===== src/rtl/dual_mode_queue_pkg.sv =====
// Shared types and helpers for the dual-mode (FIFO/LIFO) queue.
package queue_pkg;

  typedef enum logic {
    QMODE_FIFO = 1'b0,
    QMODE_LIFO = 1'b1
  } qmode_t;

  // Pointer width for a given depth; never narrower than one bit.
  function automatic int ptr_w(input int depth);
    return (depth > 1) ? $clog2(depth) : 1;
  endfunction

endpackage


===== src/rtl/dual_mode_queue_mem.sv =====
// Storage array for the queue: one synchronous write port, one
// asynchronous read port, no reset on the contents.
module queue_mem
  import queue_pkg::*;
#(
  parameter int DATA_WIDTH = 2,
  parameter int DEPTH      = 256,
  localparam int AW        = ptr_w(DEPTH)
) (
  input  logic                  clk,
  input  logic                  we,
  input  logic [AW-1:0]         wr_addr,
  input  logic [DATA_WIDTH-1:0] wr_data,
  input  logic [AW-1:0]         rd_addr,
  output logic [DATA_WIDTH-1:0] rd_data
);

  logic [DATA_WIDTH-1:0] mem [DEPTH];

  // Write the addressed entry on an accepted enqueue.
  always_ff @(posedge clk) begin
    if (we) mem[wr_addr] <= wr_data;
  end

  assign rd_data = mem[rd_addr];

endmodule


===== src/rtl/dual_mode_queue.sv =====
// Single-clock buffer replaying stored symbols in arrival (FIFO) or
// reverse (LIFO) order, with registered read port and error pulses.
module dual_mode_queue
  import queue_pkg::*;
#(
  parameter int DATA_WIDTH = 2,
  parameter int DEPTH      = 256
) (
  input  logic                     clk,
  input  logic                     rst_n,
  input  logic                     mode,
  input  logic                     enqueue,
  input  logic                     dequeue,
  input  logic [DATA_WIDTH-1:0]    data_in,
  output logic [DATA_WIDTH-1:0]    data_out,
  output logic                     out_valid,
  output logic                     empty,
  output logic                     full,
  output logic [$clog2(DEPTH):0]   count,
  output logic                     overflow,
  output logic                     underflow
);

  localparam int PW = ptr_w(DEPTH);
  localparam int CW = $clog2(DEPTH) + 1;
  localparam logic [CW-1:0] FULL_CNT = CW'(DEPTH);

  logic [PW-1:0]         head, tail, tail_m1;
  logic [PW-1:0]         wr_addr, rd_addr;
  logic [CW-1:0]         count_q;
  logic [DATA_WIDTH-1:0] rd_data;
  qmode_t                mode_q;
  logic                  deq_acc, enq_acc, mode_load, lifo;

  assign count   = count_q;
  assign empty   = (count_q == '0);
  assign full    = (count_q == FULL_CNT);

  // A dequeue needs data; an enqueue needs room, or a slot freed this cycle.
  assign deq_acc   = dequeue & ~empty;
  assign enq_acc   = enqueue & (~full | deq_acc);
  // Mode only changes while drained and nothing is arriving.
  assign mode_load = empty & ~enqueue;
  assign lifo      = (mode_q == QMODE_LIFO);

  assign tail_m1 = tail - PW'(1);
  // LIFO reads the top of stack; a LIFO push+pop overwrites that same top.
  assign rd_addr = lifo ? tail_m1 : head;
  assign wr_addr = (lifo && deq_acc) ? tail_m1 : tail;

  queue_mem #(
    .DATA_WIDTH(DATA_WIDTH),
    .DEPTH     (DEPTH)
  ) u_mem (
    .clk    (clk),
    .we     (enq_acc),
    .wr_addr(wr_addr),
    .wr_data(data_in),
    .rd_addr(rd_addr),
    .rd_data(rd_data)
  );

  // Mode register and pointers; loading a mode restarts both pointers at 0.
  always_ff @(posedge clk or negedge rst_n) begin
    if (!rst_n) begin
      mode_q <= QMODE_FIFO;
      head   <= '0;
      tail   <= '0;
    end else if (mode_load) begin
      mode_q <= qmode_t'(mode);
      head   <= '0;
      tail   <= '0;
    end else if (!lifo) begin
      if (enq_acc) tail <= tail + PW'(1);
      if (deq_acc) head <= head + PW'(1);
    end else begin
      if (enq_acc && !deq_acc)      tail <= tail + PW'(1);
      else if (deq_acc && !enq_acc) tail <= tail_m1;
    end
  end

  // Occupancy: moves by one, unchanged when push and pop coincide.
  always_ff @(posedge clk or negedge rst_n) begin
    if (!rst_n)                   count_q <= '0;
    else if (enq_acc && !deq_acc) count_q <= count_q + CW'(1);
    else if (deq_acc && !enq_acc) count_q <= count_q - CW'(1);
  end

  // Registered read port and one-cycle status pulses.
  always_ff @(posedge clk or negedge rst_n) begin
    if (!rst_n) begin
      data_out  <= '0;
      out_valid <= 1'b0;
      overflow  <= 1'b0;
      underflow <= 1'b0;
    end else begin
      if (deq_acc) data_out <= rd_data;
      out_valid <= deq_acc;
      overflow  <= enqueue & ~enq_acc;
      underflow <= dequeue & ~deq_acc;
    end
  end

endmodule

===== config.mk =====
export PLATFORM = sky130hd
export DESIGN_NAME = dual_mode_queue
export DESIGN_NICKNAME = d
export VERILOG_FILES = /design/src/rtl/dual_mode_queue_pkg.sv /design/src/rtl/dual_mode_queue_mem.sv /design/src/rtl/dual_mode_queue.sv
export SDC_FILE = /design/constraint.sdc
export NUM_CORES = 1
export LEC_CHECK = 0
export ABC_AREA = 0
export CORE_UTILIZATION = 63
export CTS_CLUSTER_DIAMETER = 40
export DETAILED_ROUTE_END_ITERATION = 12
export PLACE_DENSITY = 0.78
export SYNTH_ARGS = -nofsm -noshare
export SYNTH_HDL_FRONTEND = slang
export SYNTH_HIERARCHICAL = 1
export SYNTH_SLANG_ARGS = --single-unit

===== constraint.sdc =====
create_clock -name clk -period 4.2 [get_ports clk]
set_input_delay 0.84 -clock clk [delete_from_list [all_inputs] [get_ports clk]]
set_output_delay 0.84 -clock clk [all_outputs]
set_load 0.02 [all_outputs]

==> impl_metrics.ini, run 1 <==
[run_status]
status = complete, no violations

[pwr]
ir_drop_uv = 416
pwr-share-seq_pct = 35.5
clock_power_share_pct = 28.3
p_sw_uw = 6110
power.density_nw_per_um2 = 680
p_int_uw = 11800
power_frac_comb_pct = 36.2
p_leak_uw = 0.00849
sw_frac_of_total_pct = 34.2

[logic_synthesis]
ys_types = 74
synth_top_area_share_pct = 65.2
synthAdderAreaFrac_pct = 0.668
syn_inst = 1505
synth_area_leaders = edfxtp_1, mux4_2, nor2_1, dfrtp_1, mux2i_1
synth_top_family_by_area = multiplexers
syn_avg_cell_area_sq_um = 15.7
yosys.area_share.simple_pct = 8.15
synth_compound_area_share_pct = 5.42
netlist_area_sq_um = 23600
ys_seq_elements = 543
syn_nets = 1524
ys.flop_type = edfxtp_1
async_reset_ff_share_pct = 5.71
synth_top_area_cell = edfxtp_1
synth_warnings = 6
synth-edff-count = 512
synthMuxAreaShare_pct = 13.2
synthXorXnorAreaFrac_pct = 0.928
seq_area_frac_synth_pct = 68.5

[clock_tree]
cts.sinks = 543
cts-root-buf = clkbuf_16
clock_latency_ns = 0.60
hold_buffers = 0
cts_resized = 0
post_cts_buffers = 0
clockBufferDepth = 3
clkTransAtPathRegs_ns = 0.06
htreeDepth = 2
cts_buffers = 57
cts_tree = yes

[critical_path]
slowest_stage = a21oi_1
crit_path_start_kind = register
setup.worst_path.end_class = register
cp_common_cell = nand2_1
slowest_delay_ns = 0.56
startpoint = tail[2]$_DFFE_PN0P_
path_max_fanout = 10
arrival_ns = 4.34
cp.required_ns = 4.69
crit_chain = or4_1, nor4_1, xnor2_1, a21oi_1, nand2_1, a2111oi_0, o21ai_0, o22ai_1, a211oi_2, nand2_1, nand2_1
timing.rr.start = tail[2]$_DFFE_PN0P_
crit_type = register to register
rrSetupSlack_ns = 0.35

[floorplanning]
fp-row-count = 70
dieArea_sq_um = 38200
start_util_pct = 64.3
core_sq_um = 36700
pin_count = 23
die_h_um = 195
die-width_um = 195

[sta]
clock.fmax_mhz = 260
finalSetupViolations = 0
hold_ws_ns = 0.553
rsz0062_at_grt = false
fin_worst_skew_ns = 0.0201
period_share_pct = 91.7
slew-limit-headroom_pct = 52.0
maxSlewViolCount = 0
min_period_ns = 3.85
fin_setup_tns_ns = 0
worst_slew_pin_slew_ns = 0.719
finalHoldViolCount = 0

[cells_and_area]
multiInputGateArea_sq_um = 6740
n_fill_cell = 2259
ff_latch_area_sq_um = 16200
area_growth_pct = 11.3
finish.utilization_pct = 71.6
fin_cells = 2062
diodes = 0
layout.nets = 1571
drive_gt1_share_pct = 16.6

[placement]
port_buffers = 22
post-dp-hpwl_mm = 33.7
placed_cells = 1961
place_congestion = 0.913

[global_routing]
grt_pass1_vias = 13826
grt_max_degree = 153
grt_remaining_overflow = 0
antenna_found_initial = 0
grt_pass1_wl_mm = 83.0
grtUsageTotal_pct = 29.7

[routing]
postRouteAntennaNets = 0
wl_mm = 55.0
vias_per_cell = 6.74
drc_errors = 0
firstDrtPassIters = 6
drtIter0Drc = 1731
wl_per_cell_um = 26.7
vias = 13889

[worst_hold_path]
min_path_type = register to register
worstHoldStart = head[2]$_DFFE_PN0P_

[flow_run]
drv_cap = 0
==> registers in the layout, indices dropped and copies added (netlist names) <==
register,count
u_mem/mem,512
count,9
head,8
tail,8
data_out,2
lifo,1
out_valid,1
overflow,1
underflow,1
==> metal layers <==
metal | track usage (%) | up-vias | routed length (um)
met5 | 0 | - | 0
li1 | - | 5932 | -
met4 | 10.1 | 0 | 1820
met2 | 47.9 | 835 | 26600
met1 | 41.1 | 6996 | 21100
met3 | 5.63 | 126 | 5530
==> layout by cell type, fill, tap and decap left out, types with 12 or more instances in the layout <==
cell,instances
nand2_1,61
o21ai_0,17
nor2b_1,13
nand3_1,35
clkbuf_16,59
mux2i_1,63
mux4_2,82
xor2_1,12
o21ai_1,13
dfrtp_1,31
a21oi_1,22
buf_4,66
xnor2_1,13
inv_1,18
nor2_1,290
mux4_1,20
a211oi_1,13
edfxtp_1,512
o221ai_1,16
clkdlybuf4s50_1,20
==> worst max-delay path, delay by kind of cell, from the launching register on <==
kind / cells / cell delay (ns)
xor gates and xnor gates: 1 / 0.16
AOI/OAI and AO/OA: 5 / 1.64
and+or+nand+nor: 5 / 1.43
DFF: 1 / 0.50
==> final cells by class <==
type | instances | area share [%]
Timing Repair Buffer | 93 | 3.12
Multi-Input combinational cell | 836 | 25.7
Sequential cell | 543 | 61.5
Clock inverter | 32 | 1.42
Inverter | 21 | 0.300
Tap cell | 468 | 2.23
Clock buffer | 69 | 5.77
==> synthesized netlist by cell type (5+ instances only) <==
cell       instances
o211ai_1           8
dfrtp_1           31
o31ai_1           10
ha_1              11
o22ai_1            7
mux2_2             9
xnor2_1           13
a221oi_1           8
xor2_1            12
mux4_1            20
o221ai_1          16
nand2_1           61
o21ai_1           13
o21ai_0           17
a22o_1             8
or3_1              6
mux4_2            82
nor2b_1           14
a211oi_1          13
edfxtp_1         512
buf_12             8
a2111oi_0          6
nor3_1             6
clkbuf_1          64
nand4_1           11
buf_6             11
a21oi_1           25
nor2_1           290
a22oi_1            5
mux2i_1           64
inv_1             18
and3_1             5
nand3_1           35
buf_2             12
==> power by group through the flow <==
stage	Sequential, uW	Combinational [uW]	Clock [uW]
floorplan	6400	4600	0
global placement	6430	6270	0
detailed placement	6440	6350	0
CTS	6330	6400	5090
global route	6360	6780	5300
finish	6340	6470	5060
==> metrics by stage <==
step | setup slack (ns) | area [sq um] | power (uW)
4_1_cts | 0.446 | 26300 | 17800
2_1_floorplan | 0.688 | 23600 | 11000
6_report | 0.347 | 26300 | 17900
3_3_place_gp | 0.409 | 24400 | 12700
5_1_grt | 0.194 | 26300 | 18400
3_5_place_dp | 0.360 | 24400 | 12800
==> kinds of logic (layout without fill, tap and decap cells) <==
group,count (synthesis),in the layout
flip-flops,543,543
multiplexers,175,175
adder cells (fa/ha/maj),12,12
XOR/XNOR,25,25
buffers and inverters,126,215
AO/OA/AOI/OAI,172,172
AND/OR/NAND/NOR,452,452
==> path summary, 6_finish.rpt <==
path / to / depth (start not counted)
max reg2reg: data_out[0]$_DFFE_PN0N_ / 11
max in group asynchronous: count[4]$_DFFE_PN0P_ / 2
min in group asynchronous: tail[3]$_DFFE_PN0P_ / 2
max: data_out[0]$_DFFE_PN0N_ / 11
min: head[2]$_DFFE_PN0P_ / 2
min reg2reg: head[2]$_DFFE_PN0P_ / 2
Note: power is estimated with default switching activity, not from simulation.
==> run 2: changes to the inputs <==
--- a/config.mk
+++ b/config.mk
@@ -9,7 +9,7 @@
 export CORE_UTILIZATION = 63
 export CTS_CLUSTER_DIAMETER = 40
 export DETAILED_ROUTE_END_ITERATION = 12
-export PLACE_DENSITY = 0.78
+export PLACE_DENSITY = 0.8
 export SYNTH_ARGS = -nofsm -noshare
 export SYNTH_HDL_FRONTEND = slang
 export SYNTH_HIERARCHICAL = 1
==> impl_metrics.ini, run 2 (same netlist as run 1, synthesis figures left out) <==
[routing]
topRoutingLayerUsed = met4
vias = 13871
drc_errors = 0
drtIter0Drc = 1574
wl_mm = 54.4
route.met2.wl_mm = 26.0
wl_per_cell_um = 26.2
vias_per_cell = 6.69
firstDrtPassIters = 8
routed-wl-met3_mm = 5.89
wl_met1_mm = 20.2
postRouteAntennaNets = 0

[floorplanning]
start_util_pct = 64.3
core_sq_um = 36700
dieArea_sq_um = 38200
die-width_um = 195
pin_count = 23
fp-row-count = 70
die_h_um = 195

[sta]
min_period_ns = 3.89
maxSlewViolCount = 0
clock.fmax_mhz = 257
worst_slew_pin_slew_ns = 0.911
finalHoldViolCount = 0
rsz0062_at_grt = false
fin_worst_skew_ns = 0.0151
hold_ws_ns = 0.489
finalSetupViolations = 0
period_share_pct = 92.6
slew-limit-headroom_pct = 39.3
fin_setup_tns_ns = 0

[cells_and_area]
diodes = 0
n_fill_cell = 2168
final_common_cell = edfxtp_1
drive_gt1_share_pct = 17.5
area_growth_pct = 11.9
max_flop_register = u_mem/mem
ff_latch_area_sq_um = 16200
largest_reg_flops = 512
layout.nets = 1570
layout_common_cells = edfxtp_1, nor2_1, mux4_2, mux2i_1, clkbuf_16
multiInputGateArea_sq_um = 6740

[clock_tree]
clock_latency_ns = 0.61
clockBufferDepth = 3
cts_resized = 0
cts-root-buf = clkbuf_16
htreeDepth = 2
post_cts_buffers = 0
cts.sinks = 543
cts_tree = yes
clkTransAtPathRegs_ns = 0.06
hold_buffers = 0
cts_buffers = 61

[placement]
place_congestion = 0.880
post-dp-hpwl_mm = 32.4
port_buffers = 22

[critical_path]
crit_chain = or4_4, or3_1, nand3_1, nor2_1, xor2_1, nor2b_1, nand3_1, nor2_1
crit_type = register to register
slowest_delay_ns = 0.60
arrival_ns = 4.17
setup.worst_path.end_class = register
cp.required_ns = 4.48
slowest_stage = or4_4
path_max_fanout = 16
crit_path_start_kind = register

[global_routing]
grt_remaining_overflow = 0
grtUsageTotal_pct = 29.4
grt_max_degree = 137
grt_pass1_vias = 14070
grt_pass1_wl_mm = 82.2
antenna_found_initial = 1

[flow_run]
drv_cap = 0

[worst_hold_path]
min_path_type = register to register

[pwr]
clock_power_share_pct = 28.8
p_sw_uw = 6290
power_frac_comb_pct = 36.0
sw_frac_of_total_pct = 34.9
ir_drop_uv = 491
power.density_nw_per_um2 = 682
p_leak_uw = 0.00856
p_int_uw = 11700
pwr-share-seq_pct = 35.2

[run_status]
status = complete, no violations
==> run 2: cell count changes in the layout (fill, tap and decap cells not counted) <==
cell,delta
buf_4,-8
clkinv_2,+7
inv_6,+6
bufinv_16,-5
clkbuf_16,+4
clkinv_1,-4
clkinv_4,+4
clkinv_8,+4
buf_12,+3
clkbuf_1,-2
inv_8,+2
clkinvlp_4,-1
==> run 2: worst paths after layout <==
kind	slack, ns	startpoint	to	cells after the start
setup / recovery	0.31	count[2]$_DFFE_PN0P_	u_mem/mem[116][0]$_DFFE_PP_	8
hold / removal	0.49	data_out[0]$_DFFE_PN0N_	data_out[0]$_DFFE_PN0N_	2
setup reg to reg	0.31	count[2]$_DFFE_PN0P_	u_mem/mem[116][0]$_DFFE_PP_	8
hold reg to reg	0.49	data_out[0]$_DFFE_PN0N_	data_out[0]$_DFFE_PN0N_	2
max in group asynchronous	3.27	rst_n	count[5]$_DFFE_PN0P_	2
min in group asynchronous	0.63	rst_n	underflow$_DFF_PN0_	2
==> run 2: final cells by class <==
cell class	instances	share of cell area [%]
Clock buffer	71	6.09
Clock inverter	45	1.56
Inverter	21	0.299
Multi-Input combinational cell	836	25.5
Sequential cell	543	61.2
Tap cell	468	2.22
Timing Repair Buffer	88	3.10
==> run 2: power groups by stage <==
stage / clock network (uW) / registers [uW] / logic [uW]
2_1_floorplan: 0 / 6400 / 4600
6_report: 5190 / 6330 / 6480
5_1_grt: 5460 / 6360 / 6840
3_5_place_dp: 0 / 6440 / 6360
3_3_place_gp: 0 / 6430 / 6260
4_1_cts: 5250 / 6330 / 6420
==> run 2: per-layer routing <==
metal  track usage [%]  up-vias
met3              8.07      155
met1              39.2     6952
met4              13.0        0
met5                 0        -
met2              46.0      833
li1                  -     5931
==> run 2: critical path, delay by kind of cell, from the launching register on <==
kind          cells  cell delay [ns]
xor+xnor          1             0.42
simple gates      7             2.70
flops             1             0.43
==> run 2: metrics by stage <==
step | util (%) | worst slack (ns) | power, uW | area [sq um] | std cells
2_1_floorplan | - | 0.688 | 11000 | 23600 | 1505
3_3_place_gp | 66.4 | 0.438 | 12700 | 24400 | 1956
3_5_place_dp | 66.4 | 0.359 | 12800 | 24400 | 1956
4_1_cts | 71.9 | 0.397 | 18000 | 26400 | 2072
5_1_grt | 71.9 | 0.133 | 18700 | 26400 | 2072
6_report | 71.9 | 0.312 | 18000 | 26400 | 2072
==> run 3: changes to the inputs <==
--- a/config.mk
+++ b/config.mk
@@ -6,10 +6,11 @@
 export NUM_CORES = 1
 export LEC_CHECK = 0
 export ABC_AREA = 0
-export CORE_UTILIZATION = 63
+export CORE_MARGIN = 2
+export CORE_UTILIZATION = 51
 export CTS_CLUSTER_DIAMETER = 40
 export DETAILED_ROUTE_END_ITERATION = 12
-export PLACE_DENSITY = 0.8
+export PLACE_DENSITY = 0.67
 export SYNTH_ARGS = -nofsm -noshare
 export SYNTH_HDL_FRONTEND = slang
 export SYNTH_HIERARCHICAL = 1
==> impl_metrics.ini, run 3 (same netlist as run 1, synthesis figures left out) <==
[clock_tree]
cts.sinks = 543
clkTransAtPathRegs_ns = 0.05
clock_latency_ns = 0.61
cts_tree = yes
cts_resized = 0
post_cts_buffers = 0
cts-root-buf = clkbuf_16
htreeDepth = 3
hold_buffers = 0
cts_buffers = 80
clockBufferDepth = 3

[cells_and_area]
layout.nets = 1595
layout_common_cells = edfxtp_1, nor2_1, clkbuf_16, mux4_2, buf_4
multiInputGateArea_sq_um = 6740
design_area_sq_um = 27300
final_common_cell = edfxtp_1
ff_latch_area_sq_um = 16200
fin_cells = 2239
drive_gt1_share_pct = 19.7
diodes = 0
largest_reg_flops = 512
n_fill_cell = 3482
area_growth_pct = 15.7
max_flop_register = u_mem/mem

[pwr]
pwr-share-seq_pct = 32.4
clock_power_share_pct = 34.1
power.density_nw_per_um2 = 717
power_frac_comb_pct = 33.5
total_power_uw = 19600
p_sw_uw = 6690
ir_drop_uv = 381
p_int_uw = 12900
sw_frac_of_total_pct = 34.2
p_leak_uw = 0.00891

[critical_path]
arrival_ns = 4.24
path_max_fanout = 48
crit_path_start_kind = register
crit_type = register to register
setup.worst_path.end_class = register
cp.required_ns = 4.73

[sta]
finalHoldViolCount = 0
hold_ws_ns = 0.498
finalSetupViolations = 0
min_period_ns = 3.71
slew-limit-headroom_pct = 50.9
fin_setup_tns_ns = 0
clock.fmax_mhz = 269
rsz0062_at_grt = false
maxSlewViolCount = 0
period_share_pct = 88.4
fin_worst_skew_ns = 0.0291
worst_slew_pin_slew_ns = 0.730

[routing]
drtIter0Drc = 1385
postRouteAntennaNets = 0
wl_per_cell_um = 25.1
drc_errors = 0
wl_mm = 56.1
firstDrtPassIters = 6
vias_per_cell = 6.13
vias = 13715

[floorplanning]
die_h_um = 219
dieArea_sq_um = 48000
start_util_pct = 51.9
fp-row-count = 78
die-width_um = 219
core_sq_um = 45500
pin_count = 23

[placement]
port_buffers = 22
placed_cells = 2094
place_area_sq_um = 24600
place_congestion = 0.865
post-dp-hpwl_mm = 34.1

[global_routing]
grt_max_degree = 120
grt_pass1_vias = 13893
grt_remaining_overflow = 0
grt_pass1_wl_mm = 84.2
antenna_found_initial = 1
grtUsageTotal_pct = 24.0

[run_status]
status = complete, no violations

[flow_run]
drv_cap = 0

[worst_hold_path]
min_path_type = register to register
[run 3: path summary, 6_finish.rpt]
| path | startpoint | to | slack [ns] | cells past startpoint |
|---|---|---|---|---|
| max in group asynchronous | rst_n | count[5]$_DFFE_PN0P_ | 3.21 | 2 |
| worst max register to register | tail[2]$_DFFE_PN0P_ | data_out[1]$_DFFE_PN0N_ | 0.49 | 12 |
| worst min register to register | data_out[0]$_DFFE_PN0N_ | data_out[0]$_DFFE_PN0N_ | 0.50 | 2 |
| worst min-delay path | data_out[0]$_DFFE_PN0N_ | data_out[0]$_DFFE_PN0N_ | 0.50 | 2 |
| worst max-delay path | tail[2]$_DFFE_PN0P_ | data_out[1]$_DFFE_PN0N_ | 0.49 | 12 |
| min in group asynchronous | rst_n | underflow$_DFF_PN0_ | 0.66 | 2 |
[run 3: power by group through the flow]
| stage | registers, uW | clock network [uW] | logic (uW) |
|---|---|---|---|
| 3_3_place_gp | 6430 | 0 | 6450 |
| 3_5_place_dp | 6440 | 0 | 6520 |
| 4_1_cts | 6340 | 6770 | 6550 |
| 6_report | 6340 | 6660 | 6560 |
| 5_1_grt | 6360 | 7010 | 6940 |
| 2_1_floorplan | 6400 | 0 | 4600 |
[run 3: worst max-delay path, stage by stage, from the launching register on]
cell and delay (ns):
dfrtp_1 0.49, nor3_1 0.42, xnor2_1 0.22, a21oi_4 0.25, buf_12 0.31, nor2b_1 0.43
a22o_1 0.27, a2111oi_2 0.07, o31ai_1 0.42, o22ai_2 0.14, a311oi_2 0.40, nand2_1 0.10
nand2_1 0.07
[run 3: area by class of cell]
type	count	share of cell area (%)
flip-flops and latches	543	59.2
clock inverters	57	2.35
well taps	600	2.75
repair buffers	94	3.16
clock buffers	88	7.60
inverters	21	0.289
multi-input cells	836	24.7
[run 3: stage by stage]
| stage | utilization [%] | setup WS (ns) |
|---|---|---|
| final | 60.0 | 0.487 |
| after global routing | 60.0 | 0.384 |
| after CTS | 60.0 | 0.537 |
| after detailed placement | 54.1 | 0.451 |
| after global placement | 54.1 | 0.449 |
| after floorplan | - | 0.688 |
[run 3: routing by layer]
metal / vias to the layer above / share of wire, % / GRT usage, %
met5: - / 0 / 0
met4: 0 / 2.5 / 8.02
met2: 530 / 48 / 38.2
li1: 6009 / - / -
met3: 97 / 7.6 / 4.57
met1: 7079 / 42 / 33.7
